<file path="config.mk">
export PLATFORM = sky130hd
export DESIGN_NAME = seg7_scan_driver_flat
export DESIGN_NICKNAME = d
export VERILOG_FILES = /design/src/rtl/seg7_scan_driver_if.sv /design/src/rtl/seg7_scan_driver.sv /design/src/flat_wrapper.sv
export SDC_FILE = /design/constraint.sdc
export NUM_CORES = 1
export LEC_CHECK = 0
export CAP_MARGIN = 15
export CORE_MARGIN = 1.5
export CORE_UTILIZATION = 50
export DETAILED_ROUTE_END_ITERATION = 10
export DONT_BUFFER_PORTS = 1
export PLACE_DENSITY = 0.65
export SLEW_MARGIN = 5
export SYNTH_ARGS = -nofsm -noshare
export SYNTH_HDL_FRONTEND = slang
export SYNTH_SLANG_ARGS = --single-unit
</file>
<file path="constraint.sdc">
create_clock -name clk_in -period 5.1 [get_ports clk_in]
set_clock_uncertainty 0.2 [all_clocks]
set_input_delay 0.765 -clock clk_in [delete_from_list [all_inputs] [get_ports clk_in]]
set_output_delay 0.765 -clock clk_in [all_outputs]
set_load 0.01 [all_outputs]
</file>
<file path="src/rtl/seg7_scan_driver_if.sv">
// Display driver bus: register-side data/strobe in, pin-side segment/digit drive out.
interface seg7_scan_driver_if #(
    parameter int DIGITS = 4
);
    logic [4*DIGITS-1:0] value;
    logic [DIGITS-1:0]   dp;
    logic                load;
    logic                lz_en;
    logic [7:0]          seg;
    logic [DIGITS-1:0]   dig;
    logic                frame;

    modport master (
        output value, dp, load, lz_en,
        input  seg, dig, frame
    );

    modport slave (
        input  value, dp, load, lz_en,
        output seg, dig, frame
    );
endinterface

</file>
<file path="src/rtl/seg7_scan_driver.sv">
// Multiplexed seven-segment scan driver with frame-synchronous double buffering,
// leading-zero blanking and a blanked guard interval at the start of every digit slot.
module seg7_scan_driver #(
    parameter int DIGITS         = 4,
    parameter int SCAN_DIV       = 8250,
    parameter int GUARD          = 2,
    parameter bit SEG_ACTIVE_LOW = 1'b1,
    parameter bit DIG_ACTIVE_LOW = 1'b1
) (
    input  logic                clk_in,
    input  logic                reset_n,
    seg7_scan_driver_if.slave   bus
);

    localparam int CW = (SCAN_DIV > 2) ? $clog2(SCAN_DIV) : 1;
    localparam int IW = (DIGITS > 1) ? $clog2(DIGITS) : 1;
    localparam logic [CW-1:0]     CNT_LAST  = CW'(SCAN_DIV - 1);
    localparam logic [CW-1:0]     CNT_GUARD = CW'(GUARD);
    localparam logic [IW-1:0]     IDX_LAST  = IW'(DIGITS - 1);
    localparam logic [7:0]        SEG_OFF   = SEG_ACTIVE_LOW ? 8'hFF : 8'h00;
    localparam logic [DIGITS-1:0] DIG_OFF   = DIG_ACTIVE_LOW ? '1 : '0;

    logic [CW-1:0]       cnt_q, cnt_d;
    logic [IW-1:0]       idx_q, idx_d;
    logic                frame_q, frame_d;
    logic [4*DIGITS-1:0] shd_val_q, shd_val_d;
    logic [DIGITS-1:0]   shd_dp_q, shd_dp_d;
    logic                shd_lz_q, shd_lz_d;
    logic [4*DIGITS-1:0] act_val_q, act_val_d;
    logic [DIGITS-1:0]   act_dp_q, act_dp_d;
    logic                act_lz_q, act_lz_d;
    logic [7:0]          seg_q, seg_d;
    logic [DIGITS-1:0]   dig_q, dig_d;

    logic                tick;
    logic                wrap;
    logic [3:0]          cur_nib;
    logic                cur_dp;
    logic                cur_blank;
    logic                zero_run;
    logic [DIGITS-1:0]   dig_hot;
    logic [7:0]          seg_act;

    function automatic logic [6:0] hex_to_seg(input logic [3:0] n);
        logic [6:0] s;
        case (n)
            4'h0: s = 7'h3F;
            4'h1: s = 7'h06;
            4'h2: s = 7'h5B;
            4'h3: s = 7'h4F;
            4'h4: s = 7'h66;
            4'h5: s = 7'h6D;
            4'h6: s = 7'h7D;
            4'h7: s = 7'h07;
            4'h8: s = 7'h7F;
            4'h9: s = 7'h6F;
            4'hA: s = 7'h77;
            4'hB: s = 7'h7C;
            4'hC: s = 7'h39;
            4'hD: s = 7'h5E;
            4'hE: s = 7'h79;
            default: s = 7'h71;
        endcase
        return s;
    endfunction

    always_comb begin
        tick  = (cnt_q == CNT_LAST);
        wrap  = tick && (idx_q == IDX_LAST);
        cnt_d = tick ? '0 : cnt_q + 1'b1;
        idx_d = idx_q;
        if (tick) begin
            idx_d = wrap ? '0 : idx_q + 1'b1;
        end
        frame_d = wrap;

        shd_val_d = bus.load ? bus.value : shd_val_q;
        shd_dp_d  = bus.load ? bus.dp    : shd_dp_q;
        shd_lz_d  = bus.load ? bus.lz_en : shd_lz_q;

        // Taking the shadow's next value lets a load on the wrap edge land in this frame.
        act_val_d = wrap ? shd_val_d : act_val_q;
        act_dp_d  = wrap ? shd_dp_d  : act_dp_q;
        act_lz_d  = wrap ? shd_lz_d  : act_lz_q;
    end

    // Walk from the most significant digit down so zero_run covers digits i..DIGITS-1.
    always_comb begin
        cur_nib   = '0;
        cur_dp    = 1'b0;
        cur_blank = 1'b0;
        zero_run  = 1'b1;
        dig_hot   = '0;
        for (int i = DIGITS - 1; i >= 0; i--) begin
            zero_run = zero_run & (act_val_q[4*i +: 4] == 4'h0);
            if (idx_q == IW'(i)) begin
                cur_nib    = act_val_q[4*i +: 4];
                cur_dp     = act_dp_q[i];
                cur_blank  = act_lz_q && zero_run && (i != 0);
                dig_hot[i] = 1'b1;
            end
        end

        seg_act = {cur_dp, cur_blank ? 7'h00 : hex_to_seg(cur_nib)};
        seg_d   = SEG_ACTIVE_LOW ? ~seg_act : seg_act;
        if (cnt_q >= CNT_GUARD) begin
            dig_d = DIG_ACTIVE_LOW ? ~dig_hot : dig_hot;
        end else begin
            dig_d = DIG_OFF;
        end
    end

    always_ff @(posedge clk_in or negedge reset_n) begin
        if (!reset_n) begin
            cnt_q     <= '0;
            idx_q     <= '0;
            frame_q   <= 1'b0;
            shd_val_q <= '0;
            shd_dp_q  <= '0;
            shd_lz_q  <= 1'b0;
            act_val_q <= '0;
            act_dp_q  <= '0;
            act_lz_q  <= 1'b0;
            seg_q     <= SEG_OFF;
            dig_q     <= DIG_OFF;
        end else begin
            cnt_q     <= cnt_d;
            idx_q     <= idx_d;
            frame_q   <= frame_d;
            shd_val_q <= shd_val_d;
            shd_dp_q  <= shd_dp_d;
            shd_lz_q  <= shd_lz_d;
            act_val_q <= act_val_d;
            act_dp_q  <= act_dp_d;
            act_lz_q  <= act_lz_d;
            seg_q     <= seg_d;
            dig_q     <= dig_d;
        end
    end

    assign bus.seg   = seg_q;
    assign bus.dig   = dig_q;
    assign bus.frame = frame_q;

endmodule

</file>
<file path="src/flat_wrapper.sv">
// flat-port wrapper written by rule: the top's interface ports become plain ports
module seg7_scan_driver_flat 
#(
    parameter int DIGITS         = 4,
    parameter int SCAN_DIV       = 8250,
    parameter int GUARD          = 2,
    parameter bit SEG_ACTIVE_LOW = 1'b1,
    parameter bit DIG_ACTIVE_LOW = 1'b1
)
  (clk_in, reset_n, bus_value, bus_dp, bus_load, bus_lz_en, bus_seg, bus_dig, bus_frame);
  seg7_scan_driver_if #(.DIGITS(DIGITS)) bus_i ();
  input  logic clk_in;
  input  logic reset_n;
  input wire logic [$bits(bus_i.value)-1:0] bus_value;
  input wire logic [$bits(bus_i.dp)-1:0] bus_dp;
  input wire logic [$bits(bus_i.load)-1:0] bus_load;
  input wire logic [$bits(bus_i.lz_en)-1:0] bus_lz_en;
  output wire logic [$bits(bus_i.seg)-1:0] bus_seg;
  output wire logic [$bits(bus_i.dig)-1:0] bus_dig;
  output wire logic [$bits(bus_i.frame)-1:0] bus_frame;
  assign bus_i.value = bus_value;
  assign bus_i.dp = bus_dp;
  assign bus_i.load = bus_load;
  assign bus_i.lz_en = bus_lz_en;
  assign bus_seg = bus_i.seg;
  assign bus_dig = bus_i.dig;
  assign bus_frame = bus_i.frame;
  seg7_scan_driver #(.DIGITS(DIGITS), .SCAN_DIV(SCAN_DIV), .GUARD(GUARD), .SEG_ACTIVE_LOW(SEG_ACTIVE_LOW), .DIG_ACTIVE_LOW(DIG_ACTIVE_LOW)) u_core (.clk_in(clk_in), .reset_n(reset_n), .bus(bus_i));
endmodule
</file>
==> results of run 1 <==
-- per-layer routing --
layer | vias up | track usage (%)
met2 | 29 | 24.4
met3 | 9 | 5.67
met5 | - | 0
li1 | 900 | -
met4 | 0 | 7.73
met1 | 881 | 24.0
-- power groups by stage --
stage / Clock, mW / Sequential (mW) / Combinational, mW
final: 0.517 / 0.583 / 0.0350
after global routing: 0.562 / 0.585 / 0.0402
after CTS: 0.534 / 0.583 / 0.0365
after detailed placement: 0 / 0.594 / 0.0246
after global placement: 0 / 0.593 / 0.0244
after floorplan: 0 / 0.593 / 0.0227
-- synth_stat cells (all sizes together) (6+ instances only) --
| library cell | count | share of area [%] |
|---|---|---|
| nand3 | 8 | 1.2 |
| dfstp | 12 | 9.8 |
| ha | 13 | 5.1 |
| buf | 6 | 1.4 |
| o21ai | 7 | 1.1 |
| xnor2 | 8 | 2.2 |
| nor2 | 16 | 1.9 |
| dfrtp | 59 | 46 |
| mux2 | 41 | 14 |
| nand2 | 17 | 2.0 |
| a211oi | 6 | 1.4 |
| inv | 11 | 1.3 |
-- timing repair --
| action | 4_1_cts | 5_1_grt |
|---|---|---|
| setup endpoints to repair | 0 | 0 |
| endpoints found under the hold margin | 59 | 0 |
| hold buffers | 1 | 0 |
-- cells by family after synthesis --
family	count (synthesis)	share of synthesized area (%)
compound gates	29	6.27
mux	45	15.6
xor+xnor	12	3.27
simple gates	66	10.8
buf+inv	22	3.27
fa+ha+maj	13	5.06
flops	71	55.7
-- critical path: stages, from the launching register on --
cell and delay, ns:
dfrtp_1 0.41, or4_1 0.60, nor4_4 0.53, and2_1 0.85, mux2_2 0.42
-- state kept, by name (all words and copies together) (netlist names) --
| signal | flops |
|---|---|
| u_core.act_dp_q | 4 |
| u_core.act_lz_q | 1 |
| u_core.act_val_q | 16 |
| u_core.bus.dig | 4 |
| u_core.bus.frame | 1 |
| u_core.bus.seg | 8 |
| u_core.cnt_q | 14 |
| u_core.idx_q | 2 |
| u_core.shd_dp_q | 4 |
| u_core.shd_lz_q | 1 |
| u_core.shd_val_q | 16 |
-- path summary, 6_finish.rpt --
kind / end / slack [ns] / cells past startpoint
max in group asynchronous: u_core.cnt_q[5] / 4.36 / 1
worst max-delay path: u_core.act_val_q[1] / 1.97 / 4
worst min register to register: u_core.bus.seg[7] / 0.22 / 1
min in group clk_in: u_core.bus.seg[7] / 0.22 / 1
worst max register to register: u_core.act_val_q[1] / 1.97 / 4
worst min-delay path: u_core.bus.seg[2] / 0.06 / 0
-- layout make-up --
type	count	share of cell area, %
Sequential cell	71	50.9
Tap cell	77	2.73
Clock buffer	12	4.69
Timing Repair Buffer	2	0.994
Clock inverter	4	2.17
Multi-Input combinational cell	165	37.4
Inverter	11	1.17
==> results.md, run 1 <==
* Status: finished, final reports clean
* Crit path max fanout at 24
* # resized after CTS at 0
* Cts bufs inserted at 9
* Mapped Cells at between 200 and 300
* PortBufs at 0
* Clk slew on worst S/H paths at 0.08 ns
* Routed length per instance at 15.6 µm
* GRT overflow at 0
* Sequential cell area at 1790 µm²
* Seq pwr share at 51.4%
* Slew margin rel. at 36.0%
* Fin crit share at 61.5%
* Initial antenna violation count at 0
* Final hold violations at 0
* Starting density of the core at 51.2%
* Int Power at 0.914 mW
* Worst EP required at 5.12 ns
* Critical Path AT at 3.16 ns
* Syn nets at approximately 300
* Sw Share at 19.5%
* Syn avg cell area at 12.5 µm²
* Crit end category: flop
* GP Congestion at a little under 0.9
* CP Class: flop to flop
* Inst Count DP at 325
* Sw power at 0.221 mW
* Met2 WL post-DR at approximately 2.3 mm
* Final setup margin at 1.97 ns
* Post-DRT Antenna Nets at 0
* Setup WS pre-CTS at roughly 1.9 ns
* CTS tree: built
* Vias in the first global route at 1,857
* CP Launch Type: flop
* Initial DRC count at 79
* Worst-Skew Late Latency at between 0.3 and 0.4 ns
* Post-DP HPWL at 3.63 mm
* Pwr Density at 322 nW/µm²
* Util after Layout at 56.1%
* Vias at 1,819
* DRT Pass-1 Iters at 4
* Ys flop type: dfrtp_1
* Syn-to-layout area delta at 9.61%
* Sequential area share after synthesis at 55.7%
* Crit path launch: u_core.cnt_q[8]
* Routed length on met1 at between 2 and 3 mm
* Yosys reg bits at 71
* WHS at 0.0551 ns
* Final setup violation count at 0
* Sink Count at 71
* Fraction of layout cells with a size suffix above 1 at between 20 and 25%
* Die W at about 83 µm
* DP Area at 3250 µm²
* H-tree levels at 3
* Clk pwr share at 45.5%
* Area of the multi-input gates at 1320 µm²
* Io pins at 37
* Fmax at 319 MHz
* Total power at 1.13 mW
* Core ar. at 6280 µm²
* # diodes at 0
* Die span in y at 83.2 µm
* Worst r2r src: u_core.cnt_q[8]
* Setup_tns at 0 ns
* Post-route insts no fill at approximately 340
* Min cycle time layout at 3.13 ns
* Max Root-Sink Buffers at 2
* RSZ-0062 raised after global routing: false
* Layout Nets at 297
* # Post-CTS Setup Buffers at 0
* Global-route wire length before repair at 9.31 mm
* Vias per std cell at roughly 5.3
* Row cnt at 29
* Synth cell types at 37
* DIE AREA at 6920 µm²
* Worst-Margin Slew at roughly 0.96 ns
* Final Slew Violations at 0
* Combinational share of power at 3.1%
* Yosys warns at 0
* Most common cell after layout, fill and taps aside: dfrtp_1
* Hold Path Class: primary input to asynchronous set/reset pin
* Metal3 WL at approximately 240 µm
* EDFF count, synth at 0
* All-Layer GR Usage at 17.2%
* VDD IR-drop max at about 0.22 mV
* Fraction of registers with async set/reset at 100%
* Fillers at 543
* Post-Route WL at about 5.3 mm
* Synthesized cell area at 3210 µm²
* DR DRC count at 0
* Largest net degree at the start of global routing at 60
* Top Metal Used: met4
* Max Cap Viol at 0
* Lkg Pwr at 1.66 nW
* Clock Tree Root: clkbuf_8
* Commonest non-fill, non-tap cells in the layout: dfrtp_1, mux2_2, nand2_1
* Final instance area at 3520 µm²
Note: power is estimated with default switching activity, not from simulation.
==> run 2, diff against run 1 <==
--- a/config.mk
+++ b/config.mk
@@ -10,7 +10,7 @@
 export CORE_UTILIZATION = 50
 export DETAILED_ROUTE_END_ITERATION = 10
 export DONT_BUFFER_PORTS = 1
-export PLACE_DENSITY = 0.65
+export PLACE_DENSITY = 0.68
 export SLEW_MARGIN = 5
 export SYNTH_ARGS = -nofsm -noshare
 export SYNTH_HDL_FRONTEND = slang
==> constraint.sdc (replaced) <==
create_clock -name clk_in -period 2.6 [get_ports clk_in]
set_clock_uncertainty 0.2 [all_clocks]
set_input_delay 0.39 -clock clk_in [delete_from_list [all_inputs] [get_ports clk_in]]
set_output_delay 0.39 -clock clk_in [all_outputs]
set_load 0.01 [all_outputs]
==> results.md, run 2 (synthesis results as in run 1) <==
* Post-DRT Antenna Nets at 0
* DIE AREA at 6920 µm²
* Vias per std cell at 5.39
* Crit end category: flop
* Final setup margin at 0.180 ns
* Fillers at between 400 and 500
* VDD IR-drop max at ~0.44 mV
* CTS tree: built
* Lkg Pwr at 1.76 nW
* Clock Tree Root: clkbuf_8
* Layout Nets at 319
* Most common cell after layout, fill and taps aside: dfrtp_1
* PortBufs at 0
* Clk slew on worst S/H paths at 0.07 ns
* Post-Route WL at 5.60 mm
* All-Layer GR Usage at 18.1%
* Fin crit share at between 90 and 100%
* Final Slew Violations at 0
* H-tree levels at 3
* Min cycle time layout at 2.42 ns
* Core ar. at roughly 6300 µm²
* Max Root-Sink Buffers at 2
* DRT Pass-1 Iters at 4
* Total power at 2.37 mW
* Io pins at 37
* Sink Count at 71
* CP Class: flop to flop
* DP Area at 3320 µm²
* Initial DRC count at 64
* RSZ-0062 raised after global routing: true
* Die span in y at 83.2 µm
* Syn-to-layout area delta at 17.2%
* CP Launch Type: flop
* GRT overflow at 0
* Final hold violations at 0
* # Post-CTS Setup Buffers at 0
* Slew margin rel. at about two thirds
* Fraction of layout cells with a size suffix above 1 at 23.3%
* # diodes at 0
* Worst EP required at 2.69 ns
* GP Congestion at 0.887
* Commonest non-fill, non-tap cells in the layout: dfrtp_1, mux2_2, nand2_1
* Crit path max fanout at 6
* Util after Layout at 60.0%
* Cts bufs inserted at 9
* Final setup violation count at 0
* Worst-Margin Slew at 0.473 ns
* Final instance area at 3770 µm²
* Post-DP HPWL at 3.86 mm
* Hold Path Class: primary input to flop
* Vias at 1,961
* Initial antenna violation count at 0
* Largest registers: u_core.act_val_q x16, u_core.shd_val_q x16, u_core.cnt_q x14
* Pwr Density at about 630 nW/µm²
* Status: finished, final reports clean
* DR DRC count at 0
* Row cnt at 29
* Max Cap Viol at 0
* Global-route wire length before repair at between 9 and 10 mm
* Setup WS pre-CTS at 0.125 ns
* Largest net degree at the start of global routing at 72
* Routed length per instance at 15.4 µm
* Fmax at 413 MHz
* Vias in the first global route at 2,108
* Starting density of the core at between 50% and 60%
* Critical Path AT at 2.51 ns
* Die W at around 83 µm
* Worst-Skew Late Latency at 0.35 ns
==> run 2: worst max-delay path: stages, from the launching register on <==
cell and delay (ns):
dfrtp_1 0.41, inv_1 0.12, ha_2 0.24, nor2b_1 0.09, a221o_1 0.29, a22oi_1 0.18
buf_4 0.18, ha_1 0.23, mux2i_1 0.11, o21ai_1 0.18, a21o_1 0.13
==> run 2: timing repair <==
| item | in CTS | in global routing |
|---|---|---|
| hold buffers | 10 | 6 |
| endpoints found under the hold margin | 79 | 6 |
| setup endpoints to repair | 0 | 4 |
| resized for setup | 0 | 4 |
==> run 2: power breakdown <==
group / total, mW / internal (mW) / switching, mW
logic: 0.0915 / 0.0504 / 0.0411
clock network: 1.13 / 0.733 / 0.402
registers: 1.14 / 1.14 / 0.00771
total: 2.37 / 1.92 / 0.451
==> run 2: per-layer routing <==
metal	vias up	wire length, µm	track usage, %
met4	0	105	7.42
met3	13	216	5.86
met2	35	2710	29.6
li1	952	-	-
met5	-	0	0
met1	961	2570	22.2
==> run 2: per-stage QoR <==
step                setup TNS (ns)  std cells  hold slack (ns)
finish                           0        364           0.0127
global route               -0.0270        364         0.000123
CTS                              0        358         0.000740
detailed placement               0        332           -0.104
global placement                 0        332           -0.104
floorplan                        0        258           -0.106
==> run 2: final timing paths <==
kind,start,slack (ns),depth (start not counted),endpoint
max reg2reg,u_core.idx_q[0],0.18,10,u_core.bus.seg[5]
min reg2reg,u_core.act_dp_q[0],0.23,1,u_core.bus.seg[7]
max in group asynchronous,reset_n,1.49,2,u_core.bus.seg[5]
min,bus_value[6],0.01,1,u_core.shd_val_q[6]
min in group asynchronous,reset_n,0.38,2,u_core.shd_dp_q[2]
max,u_core.idx_q[0],0.18,10,u_core.bus.seg[5]
==> run 2: final cells by class <==
cell class / count / area, µm² / share of cell area [%]
clock inverters: 6 / 133 / 3.52
repair buffers: 24 / 250 / 6.64
multi-input cells: 165 / 1330 / 35.2
inverters: 11 / 41.3 / 1.10
well taps: 77 / 96.3 / 2.56
clock buffers: 10 / 128 / 3.39
flip-flops and latches: 71 / 1790 / 47.6
